<file path="config.mk">
export PLATFORM = sky130hd
export DESIGN_NAME = disp_scan_mux
export DESIGN_NICKNAME = d
export VERILOG_FILES = /design/src/rtl/disp_pkg.sv /design/src/rtl/disp_tick_gen.sv /design/src/rtl/disp_scan_mux.sv
export SDC_FILE = /design/constraint.sdc
export NUM_CORES = 1
export LEC_CHECK = 0
export CAP_MARGIN = 25
export CORE_UTILIZATION = 50
export DETAILED_ROUTE_END_ITERATION = 6
export GPL_TIMING_DRIVEN = 0
export PLACE_DENSITY = 0.76
export SLEW_MARGIN = 20
export SYNTH_ARGS = -nofsm -noshare
export SYNTH_HDL_FRONTEND = slang
export SYNTH_HIERARCHICAL = 1
export SYNTH_SLANG_ARGS = --single-unit
</file>
<file path="constraint.sdc">
create_clock -name clk -period 2.4 [get_ports clk]
set_input_delay 0.36 -clock clk [delete_from_list [all_inputs] [get_ports clk]]
set_output_delay 0.36 -clock clk [all_outputs]
set_load 0.005 [all_outputs]
</file>
<file path="src/rtl/disp_pkg.sv">
// Shared constants, types and helpers for the multiplexed digit display path.
package disp_pkg;
   localparam int DEF_N_CH     = 6;
   localparam int DEF_W        = 4;
   localparam int DEF_PRESCALE = 1000;
   localparam int DEF_DEAD     = 1;

   typedef logic [DEF_W-1:0] digit_t;

   localparam digit_t BCD_ZERO = digit_t'(0);
   localparam digit_t BCD_MAX  = digit_t'(9);

   // Index width for a selector over n entries; never narrower than one bit.
   function automatic int slot_width(input int n);
      return (n < 2) ? 1 : $clog2(n);
   endfunction
endpackage

</file>
<file path="src/rtl/disp_tick_gen.sv">
// Free-running prescaler: counts 0..PRESCALE-1 while enabled and pulses tick on the wrap cycle.
module disp_tick_gen
   import disp_pkg::*;
#(
   parameter int PRESCALE = DEF_PRESCALE
) (
   input  logic                        clk,
   input  logic                        rst_n,
   input  logic                        en,
   input  logic                        clr,
   output logic [$clog2(PRESCALE)-1:0] cnt,
   output logic                        tick
);
   localparam int CW = $clog2(PRESCALE);

   logic [CW-1:0] cnt_reg;
   logic [CW-1:0] cnt_next;

   assign tick = en && !clr && (cnt_reg == CW'(PRESCALE - 1));

   always_comb begin
      cnt_next = cnt_reg;
      if (clr || tick) begin
         cnt_next = '0;
      end else if (en) begin
         cnt_next = cnt_reg + 1'b1;
      end
   end

   always_ff @(posedge clk or negedge rst_n) begin
      if (!rst_n) begin
         cnt_reg <= '0;
      end else begin
         cnt_reg <= cnt_next;
      end
   end

   assign cnt = cnt_reg;
endmodule

</file>
<file path="src/rtl/disp_scan_mux.sv">
// N-channel time-multiplexed digit selector with dead time and double-buffered frame data.
// Define LEADING_ZERO_BLANK_EN to keep digit enables off for leading zero digits above slot 0.
module disp_scan_mux
   import disp_pkg::*;
#(
   parameter int N_CH     = DEF_N_CH,
   parameter int W        = DEF_W,
   parameter int PRESCALE = DEF_PRESCALE,
   parameter int DEAD     = DEF_DEAD
) (
   input  logic                     clk,
   input  logic                     rst_n,
   input  logic                     en,
   input  logic [N_CH*W-1:0]        data_in,
   input  logic                     load,
   output logic [W-1:0]             digit_out,
   output logic [N_CH-1:0]          digit_sel,
   output logic [$clog2(N_CH)-1:0]  slot_idx,
   output logic                     frame_done
);
   localparam int SW = slot_width(N_CH);
   localparam int CW = $clog2(PRESCALE);

   typedef logic [N_CH-1:0][W-1:0] bank_t;

   logic [CW-1:0]   cnt;
   logic [CW-1:0]   cnt_next;
   logic            tick;
   logic            wrap;
   logic [SW-1:0]   slot_reg;
   logic [SW-1:0]   slot_next;
   bank_t           shadow_reg, shadow_next;
   bank_t           active_reg, active_next;
   logic            pending_reg, pending_next;
   logic            en_reg;
   logic            lit_next;
   logic [W-1:0]    digit_reg;
   logic [N_CH-1:0] sel_reg;
   logic            done_reg;

   disp_tick_gen #(
      .PRESCALE (PRESCALE)
   ) u_tick (
      .clk   (clk),
      .rst_n (rst_n),
      .en    (en),
      .clr   (~en),
      .cnt   (cnt),
      .tick  (tick)
   );

   assign wrap     = tick && (slot_reg == SW'(N_CH - 1));
   assign cnt_next = (!en || tick) ? '0 : cnt + 1'b1;

   always_comb begin
      slot_next = slot_reg;
      if (!en || wrap) begin
         slot_next = '0;
      end else if (tick) begin
         slot_next = slot_reg + 1'b1;
      end
   end

   // A load landing on the wrap edge bypasses the shadow and goes live for the new frame.
   always_comb begin
      shadow_next  = shadow_reg;
      active_next  = active_reg;
      pending_next = pending_reg;
      if (load) begin
         shadow_next  = data_in;
         pending_next = 1'b1;
      end
      if (wrap) begin
         if (load) begin
            active_next = data_in;
         end else if (pending_reg) begin
            active_next = shadow_reg;
         end
         pending_next = 1'b0;
      end
   end

`ifdef LEADING_ZERO_BLANK_EN
   logic [N_CH-1:0] nz;
   logic [N_CH-1:0] blank;

   generate
      for (genvar gi = 0; gi < N_CH; gi++) begin : g_blank
         assign nz[gi] = |active_next[gi];
         if (gi == 0) begin : g_first
            assign blank[gi] = 1'b0;
         end else begin : g_upper
            assign blank[gi] = ~|nz[N_CH-1:gi];
         end
      end
   endgenerate

   assign lit_next = en && (int'(cnt_next) >= DEAD) && !blank[slot_next];
`else
   assign lit_next = en && (int'(cnt_next) >= DEAD);
`endif

   always_ff @(posedge clk or negedge rst_n) begin
      if (!rst_n) begin
         shadow_reg  <= '0;
         active_reg  <= '0;
         pending_reg <= 1'b0;
         en_reg      <= 1'b0;
         slot_reg    <= '0;
         digit_reg   <= W'(BCD_ZERO);
         sel_reg     <= '0;
         done_reg    <= 1'b0;
      end else begin
         shadow_reg  <= shadow_next;
         active_reg  <= active_next;
         pending_reg <= pending_next;
         en_reg      <= en;
         slot_reg    <= slot_next;
         sel_reg     <= lit_next ? (N_CH'(1) << slot_next) : '0;
         done_reg    <= wrap;
         // Refresh on slot change and on the first edge after a disabled period.
         if (en && (tick || !en_reg)) begin
            digit_reg <= active_next[slot_next];
         end
      end
   end

   assign digit_out  = digit_reg;
   assign digit_sel  = sel_reg;
   assign slot_idx   = slot_reg;
   assign frame_done = done_reg;
endmodule

</file>
# After elaboration in Yosys (flattened, before gate mapping)
# Cells that the tools add are included.
# classes
addsub	2
magnitude_cmp	2
eq_ne	2
n_shift	1
muxes	13
bitwise_logic	1
reduce_logical	12
# op_table
cell	count
24-bit 2-to-1 mux	3
10-bit 2-to-1 mux	3
4-bit binary-select mux with 3-bit select	1
10-bit by 1-bit adder with 10-bit output (second input constant)	1
10-bit equality test (second input constant)	1
10-bit by 1-bit >= comparator with 1-bit output (second input constant)	1
3-bit 2-to-1 mux	2
6-bit 2-to-1 mux	1
1-bit by 3-bit left shift with 6-bit output (first input constant)	1
1-bit logical AND	4
1-bit logical OR	4
3-bit by 4-bit < comparator with 1-bit output (second input constant)	1
4-bit 2-to-1 mux	1
2-bit nonzero test	2
3-bit by 1-bit adder with 3-bit output (second input constant)	1
3-bit equality test (second input constant)	1
1-bit logical NOT	2
1-bit 2-to-1 mux	2
1-bit inverter	1
# word_totals
reg_bits	74
inputBits	28
output_inout_bits	14
wordCells	52

# Longest topological paths before layout
# Gate-level depths: netlist of run 1.
# logic_depth
ltp_word	7
mapped_depth	11
mapped_depth_nobuf	9

# By module
# Netlist of run 1, hierarchy kept.
# modules_own_cells
mod	instances	cells_each	area_each_um2	seq_area_each_um2
disp_scan_mux	1	228	2931.6	1601.5
disp_tick_gen	1	55	545.5	250.2

# Worst setup path before layout of run 1
# Ideal clock, no wire load.
# synth_path
kind	input -> register
start	input port en
end	register digit_reg[2] (netlist: digit_out[2])
setup_ns	0.135
t_arrival_ns	2.217
required_time_ns	2.265
setup_slack_ns	0.048
stages	10
path_buffers	2
cell_sequence	inv_1 > buf_2 > and4bb_1 > and4_4 > buf_6 > nand2b_1 > o21a_4 > a21o_4 > a2111oi_2 > a211oi_1
# synth_between
elab_chain_cells	6
elab_cells_between_ends	11
classes_between	5 x mux; 6 x reduce/logical
# synth_rtl
item	line_no	source
start: declaration	disp_scan_mux.sv:13	input logic en,
1-bit logical AND *	disp_tick_gen.sv:19	assign tick = en && !clr && (cnt_reg == CW'(PRESCALE - 1));
via tick	disp_scan_mux.sv:28	logic tick;
1-bit logical AND	disp_scan_mux.sv:52	assign wrap = tick && (slot_reg == SW'(N_CH - 1));
1-bit logical OR	disp_scan_mux.sv:57	if (!en || wrap) begin
3-bit 2-to-1 mux	disp_scan_mux.sv:57	
4-bit binary-select mux with 3-bit select	disp_scan_mux.sv:123	digit_reg <= active_next[slot_next];
4-bit 2-to-1 mux (implied by the code)	disp_scan_mux.sv:123	
end signal: assignment	disp_scan_mux.sv:110	digit_reg <= W'(BCD_ZERO);
end signal: assignment	disp_scan_mux.sv:123	
end: declaration	disp_scan_mux.sv:37	logic [W-1:0] digit_reg;
# Mark *: on every way through the listed nets, which the timed path passes. The rest lies on a longest branch. The select of a mux whose other input is x is not followed.
# A chain may end at the register's enable or synchronous reset.

# Worst setup path in the final report of run 1
# layout_path
start	register u_tick.cnt_reg[1] (netlist: u_tick/cnt[1])
end	register digit_reg[2] (netlist: digit_out[2])
# layout_between
elab_chain_cells	7
elab_cells_between_ends	11
classes_between	1 x eq/ne; 5 x mux; 5 x reduce/logical
# layout_rtl
item	line_no	source
start: declaration	disp_tick_gen.sv:16	logic [CW-1:0] cnt_reg;
start signal: assignment	disp_tick_gen.sv:34	cnt_reg <= cnt_next;
10-bit equality test *	disp_tick_gen.sv:19	
1-bit logical AND *	disp_tick_gen.sv:19	
via tick	disp_scan_mux.sv:28	
1-bit logical AND	disp_scan_mux.sv:52	
1-bit logical OR	disp_scan_mux.sv:57	
3-bit 2-to-1 mux	disp_scan_mux.sv:57	
4-bit binary-select mux with 3-bit select	disp_scan_mux.sv:123	
4-bit 2-to-1 mux (implied by the code)	disp_scan_mux.sv:123	
# Marked as above.

==> reports/summary.md, run 1 <==
The share of the synthesized area in the top cell type was 0.533. The total overflow left after global routing is 0. The clock network fraction of total power was 0.382; the number of storage elements in the synthesis netlist was 74. Synthesis handed over a netlist of 283 instances. Post-DP HPWL: 4690 um. The logs give 0 for the number of pins exceeding their max-slew limit in the final report and 7020 um for the final routed wirelength across all metal layers. The remaining design rule violation count is 0, and the max capacitance violation total is 0. The slowest stage of the critical path is the dfrtp_2 cell. The library cell with the largest summed area after synthesis was dfrtp_1. The tools report the number of iterations in the first detailed-routing pass as 4.

The kind of critical path was reg2reg. CTS saw 74 sinks. In the synthesized netlist the dominant register cell turns out to be dfrtp_1.

The endpoint class of the critical path was a register. Counting every net in the synthesized netlist gives 315. In this run the core area contains 30 standard-cell rows. The required time at the worst-slack endpoint was 2630 ps; the internal power component was 1.91 mW. The final count of hold timing violations was 0. The tools report the switching power of the nets as 0.604 mW.

The slew at the pin with the worst max-slew slack was 433 ps. Setup repair after global routing could not meet its margin everywhere. In this run the clock root is driven by a clkbuf_8. Across all layers, the routed design uses 2421 vias. The largest single stage delay on the critical path is 430 ps.

The sequential element share of the synthesized area is 0.533, and the clock-pin slew reported for the worst setup and hold paths after clock tree synthesis is 90 ps. The time the final worst path needs with I/O delays and setup is 2380 ps, and the proportion of power drawn by combinational gates is 0.093. The final worst-path cycle share works out to 0.992. The count of antenna diodes in the layout came out at 0.

The number of antenna violations at the first check in global routing was 0; the clock latency on the worst-skew pair was 350 ps. The run finished with clean final reports. The global-route usage over all layers came out at 0.204.

The worst setup path is launched from a register. Before CTS, the worst setup slack after placement is -996 ps. The timing-limited maximum frequency was 420 MHz; the top fanout value on the critical path was 8. In this run, synthesis inferred 0 flip-flops with an integrated enable. At the worst endpoint, the arrival time is 2610 ps. Walking the worst path, the cells encountered are ha_4 -> and4bb_1 -> and4_4 -> buf_12 -> xnor2_4 -> mux2i_2 -> nor3_2 -> a2111oi_4 -> a211oi_2. Yosys printed 6 warnings.

The proportion of synthesized flip-flops having asynchronous set or reset was 1.00. Hold timing on the final database bottoms out at a slack of 208 ps. Average wire per standard cell: 16.2 um. The fraction of layout cells with a size suffix above 1 works out to 0.333. The detail route stage leaves a number of antenna-violating nets equal to 0. The floorplan step defined a die boundary enclosing 7290 sq um. Entering global routing, the biggest net connects 44 pins.

The logs give 18.5 ps for the setup slack after layout and 3480 sq um for the combined area of all synthesized cells. The die extent in x is 85.4 um, and the area overhead of the layout relative to synthesis is 28.0%. VDD sags by at most 0.351 mV.

The sequential share of power is 0.526. Number of global-route vias before repair: 2335. By count the netlist is led by 74 x dfrtp_1, 37 x mux2_2, 21 x nor2_1, 16 x nand2_1, 14 x inv_1.

The power density normalized to cell area was 564 nW/um^2. The unique cell type count in the Yosys netlist is 53. Setup violations remaining at the end of the flow were counted as 0. The H-tree depth came out at 3. A synthesized cell averages 12.3 sq um. Port buffering added 41 buffers. The tools report the leakage power figure as 1.94 nW. The logs give 9 for the number of buffers inserted during clock tree synthesis and 11300 um for the global-route wire length before repair. The deepest clock path buffer count was 2. The detailed router finished its first iteration with 89 violations. The run gives 0.515 as the initial core utilization.

The number of vias per cell after detailed routing is 5.58. Between clock sinks in the finished design, the worst skew comes to 11.7 ps. The run gives 0.711 as the relative max-transition margin. The post-layout net count was 381. The cell with the most instances after synthesis is dfrtp_1.

In this run the worst hold path is classified as in2reg. Number of I/O pins: 42. The core region is 6760 sq um. Routability-driven placement finished with a final weighted congestion of 0.866.

Sorting the synthesized cells by area gives the leading types as dfrtp_1 53%, mux2_2 12%, buf_6 2.3%. TritonCTS built the clock tree. In this run the vertical extent of the chip is 85.4 um. The share of total power consumed by net switching came out at 0.240.
-- final timing paths --
kind	to	startpoint	depth (start not counted)	slack [ps]
hold / removal	en_reg	en	1	210
setup reg to reg	digit_out[2]	u_tick/cnt[1]	9	20
setup / recovery	digit_out[2]	u_tick/cnt[1]	9	20
max in group asynchronous	active_reg[12]	rst_n	3	1340
min in group asynchronous	shadow_reg[7]	rst_n	2	500
hold reg to reg	active_reg[2]	active_reg[2]	2	490
-- repair_timing --
item	CTS	global route
hold endpoints to repair	31	0
buffers inserted	2	9
endpoints found under the setup margin	34	4
hold buffers	1	0
cloned	0	1
resized for setup	12	25
pin swaps	0	11
-- layout by cell type (no fill, tap or decap), types with 2 or more instances in the layout --
cell type	n
buf_2	4
nor2_2	2
nor2_1	21
clkinvlp_4	2
a21oi_1	7
dfrtp_2	4
nor3_2	2
mux2_4	2
clkbuf_8	9
nand2_1	14
ha_1	3
o21ai_0	6
a2111oi_4	2
and4_4	2
nor3_1	7
clkinv_4	2
nand2b_1	5
xor2_1	3
buf_6	9
a221oi_1	2
clkdlybuf4s50_1	39
dfrtp_1	70
or2_2	2
o211ai_1	2
nor2b_1	3
inv_1	14
buf_4	12
xnor2_1	5
nand2b_4	2
mux2_2	37
nand4_1	7
a221oi_2	3
buf_12	2
nor4_1	2
nand3_1	4
a211oi_2	2
a211oi_1	2
mux2i_1	4
-- metal layers --
| layer | wire, um | track usage | share of wire |
|---|---|---|---|
| met5 | 0 | 0 | 0 |
| met4 | 139 | 0.0924 | 0.020 |
| met3 | 286 | 0.0350 | 0.041 |
| met2 | 3350 | 0.317 | 0.48 |
| met1 | 3250 | 0.282 | 0.46 |
-- metrics by stage --
| stage | TNS (ps) | util | std cells | power (mW) | cell area, sq um |
|---|---|---|---|---|---|
| final | 0 | 0.659 | 434 | 2.51 | 4450 |
| after global routing | -141 | 0.659 | 434 | 2.62 | 4450 |
| after CTS | 0 | 0.628 | 424 | 2.53 | 4240 |
| after detailed placement | -20440 | 0.593 | 405 | 1.57 | 4010 |
| after global placement | -134470 | 0.590 | 404 | 1.55 | 3990 |
| after floorplan | 0 | - | 283 | 1.44 | 3480 |
-- power groups by stage --
stage / Combinational [mW] / Clock, mW / Sequential, mW
floorplan: 0.102 / 0 / 1.34
global placement: 0.210 / 0 / 1.34
detailed placement: 0.219 / 0 / 1.35
CTS: 0.231 / 0.976 / 1.32
global route: 0.258 / 1.03 / 1.33
finish: 0.233 / 0.959 / 1.32
-- cell type report --
| type | instances | area (sq um) |
|---|---|---|
| fill | 488 | 2300 |
| sequential | 74 | 1860 |
| multi-input combinational | 183 | 1600 |
| timing repair buffer | 55 | 527 |
| clock buffer | 10 | 128 |
| buffer | 12 | 125 |
| tap | 80 | 100 |
| clock inverter | 6 | 67.6 |
| inverter | 14 | 52.6 |
-- critical path, delay by kind of cell, from the launching register on --
family                     cells  cell delay (ps)
AOI/OAI and AO/OA              2              490
xor gates and xnor gates       1              240
adders and majority gates      1              180
buffers and inverters          1              150
DFF                            1              430
muxes                          1              260
and+or+nand+nor                3              500
-- cells by family (layout without fill, tap and decap cells) --
| group | Yosys count | count (layout) | share of synthesized area |
|---|---|---|---|
| adders and majority gates | 4 | 4 | 0.0144 |
| DFF | 74 | 74 | 0.533 |
| xor gates and xnor gates | 9 | 9 | 0.0281 |
| and+or+nand+nor | 85 | 85 | 0.136 |
| muxes | 45 | 45 | 0.149 |
| buffers and inverters | 26 | 97 | 0.0457 |
| AOI/OAI and AO/OA | 40 | 40 | 0.0939 |
(Power assumes the default switching activity.)
==> inputs of run 2 (changes only) <==
- ABC_CLOCK_PERIOD_IN_PS: unset -> 2400
- CORE_MARGIN: unset -> 3
- CTS_CLUSTER_SIZE: unset -> 14
==> reports/summary.md, run 2 (synthesis results as in run 1) <==
The number of pins exceeding their max-slew limit in the final report was 0; the switching power of the nets was 0.581 mW. After clock tree synthesis, the clock-pin slew on the worst setup and hold paths is 80 ps. The first global-routing pass estimated 11300 um of wire. The placement row count came out at 29.

The tools report the endpoint class of the critical path as a register. The run gives 0.532 as the initial core utilization. The detailed router finished its first iteration with 67 violations.

The number of port buffers works out to 41. Detailed routing inserted a total of 2399 vias. The endpoint arrival time on the critical path was 2550 ps; the vertical die dimension was 89.4 um.

CTS placed an instance of clkbuf_8 at the clock tree root. The logs give 4 for the number of iterations in the first detailed-routing pass and 2 for the deepest clock path buffer count. The slew at the pin with the worst max-slew slack was 537 ps; the worst hold slack across all endpoints was -3.58 ps. The internal power component was 2.00 mW.

42 I/O pins were placed. From synthesis to final layout, the design area changed by 27.4%. The logs give 0 for the max capacitance violation total and 9 for the number of buffers inserted during clock tree synthesis. The final instance area was 4430 sq um; the required time at the worst-slack endpoint was 2620 ps. The worst-case IR drop observed on VDD is 0.337 mV.

The reg2reg setup slack is 80 ps, and the number of vias per cell after detailed routing is 5.61. After floorplanning, the core was sized to cover 6530 sq um. Setup violations remaining at the end of the flow were counted as 0.

The clock period could shrink to 2320 ps. After detailed routing, the number of remaining DRC violations is 0. Once placement completed, the tool counted placed cells totaling 402. The tools report the global-route usage over all layers as 0.188. The placed cell area was 4000 sq um.

After the flow finishes, the layout carries non-filler instances totaling 428. The logs give 0 for the number of antenna violations at the first check in global routing and 7130 um for the final routed wirelength across all metal layers. For this run, the top clock speed supported by timing is 430 MHz. Leaving out fill and tap cells, the most frequent cell in the layout is dfrtp_1.

Setup repair after global routing could not meet its margin everywhere. The power density normalized to cell area works out to 583 nW/um^2. The type of the tightest min-delay check was in2async. The logs give 7990 sq um for the die area and 10.3 ps for the worst clock skew. The critical path is of the reg2reg type. The proportion of power drawn by combinational gates was 0.091.

The run gives 340 ps as the clock latency on the worst-skew pair. The run gives 2321 as the number of global-route vias before repair. The tools report the global route total overflow as 0. For the post-DP HPWL, the log shows 4820 um. The final worst-path cycle share was 0.968. H-tree depth: 3. Fraction of layout cells with a size suffix above 1: 0.333. The congestion estimate from routability-driven global placement came to 0.823. The clock network fraction of total power was 0.398; the final count of hold timing violations was 5. Measured along the x axis, the die boundary spans 89.4 um. Entering global routing, the biggest net connects 43 pins. In the layout the commonest cells are 71 x dfrtp_1, 39 x clkdlybuf4s50_1, 37 x mux2_2. The run gives 74 as the number of sinks driven by the clock tree.

The tools report the worst flop-to-flop path endpoint as digit_out[2]. The worst reg-to-reg path cell count is 9. The share of total power consumed by net switching came out at 0.225.

In this run the remaining antenna-violating nets after routing total 0. The flow ran to the end, but the final reports show violations. The leakage power figure is 1.95 nW.

TritonCTS built the clock tree. The sort of element at the start of the critical path is a register. The number of antenna diodes in the final layout is 0. The relative max-transition margin is 0.637.

The final reports fail on hold timing. The average wire per standard cell came out at 16.7 um. Along the worst path, the maximum fanout reaches 9. The worst flop-to-flop path startpoint is u_tick/cnt[1].

After the last flow step, the layout net total stands at 379. The run gives 0.511 as the sequential share of power.
## run 2: repair_timing
action                                  4_1_cts  5_1_grt
endpoints found under the setup margin       34        4
pin swaps                                     0       11
hold buffers                                  0        0
resized for setup                            12       21
setup buffers                                 2        9
## run 2: routing by layer
metal / global-route usage / share of wire
met4: 0.0839 / 0.014
met3: 0.0387 / 0.050
met5: 0 / 0
met2: 0.283 / 0.47
met1: 0.263 / 0.46
## run 2: power groups by stage
stage / Clock, mW / Sequential [mW] / Combinational [mW]
6_report: 1.03 / 1.32 / 0.235
5_1_grt: 1.10 / 1.33 / 0.261
4_1_cts: 1.04 / 1.32 / 0.230
3_5_place_dp: 0 / 1.35 / 0.220
3_3_place_gp: 0 / 1.34 / 0.211
2_1_floorplan: 0 / 1.34 / 0.102
## run 2: critical path, stage by stage (launching register included)
cell and delay [ps]:
dfrtp_2 430, ha_4 180, and4bb_1 200, and4_4 220, buf_12 140, xnor2_4 240, mux2i_2 270, nor3_2 80
a2111oi_4 340, a211oi_2 110
## run 2: how the worst max path moves through the flow
| stage | start | end | slack, ps |
|---|---|---|---|
| 2_1_floorplan | en | digit_out[2] | 50 |
| 3_3_place_gp | rst_n | shadow_reg[9] | -1570 |
| 3_5_place_dp | en | digit_out[1] | -990 |
| 4_1_cts | u_tick/cnt[1] | digit_out[1] | 30 |
| 5_1_grt | u_tick/cnt[1] | digit_out[0] | -40 |
| 6_report | u_tick/cnt[1] | digit_out[2] | 80 |
## run 2: layout make-up
class / instances / area (sq um)
plain buffers: 12 / 121
clock buffers: 9 / 124
clock inverters: 6 / 82.6
fillers: 466 / 2100
inverters: 14 / 52.6
multi-input cells: 183 / 1590
flip-flops and latches: 74 / 1860
well taps: 77 / 96.3
repair buffers: 53 / 508
## run 2: through the flow
stage / hold slack, ps / worst slack [ps] / setup TNS (ps) / power (mW) / util
floorplan: 64.4 / 48.2 / 0 / 1.44 / -
global placement: 453 / -1570 / -135450 / 1.56 / 0.610
detailed placement: 383 / -991 / -21290 / 1.57 / 0.613
CTS: 7.95 / 30.3 / 0 / 2.59 / 0.649
global route: 28.1 / -36.8 / -81.8 / 2.68 / 0.678
finish: -3.58 / 76.4 / 0 / 2.58 / 0.678
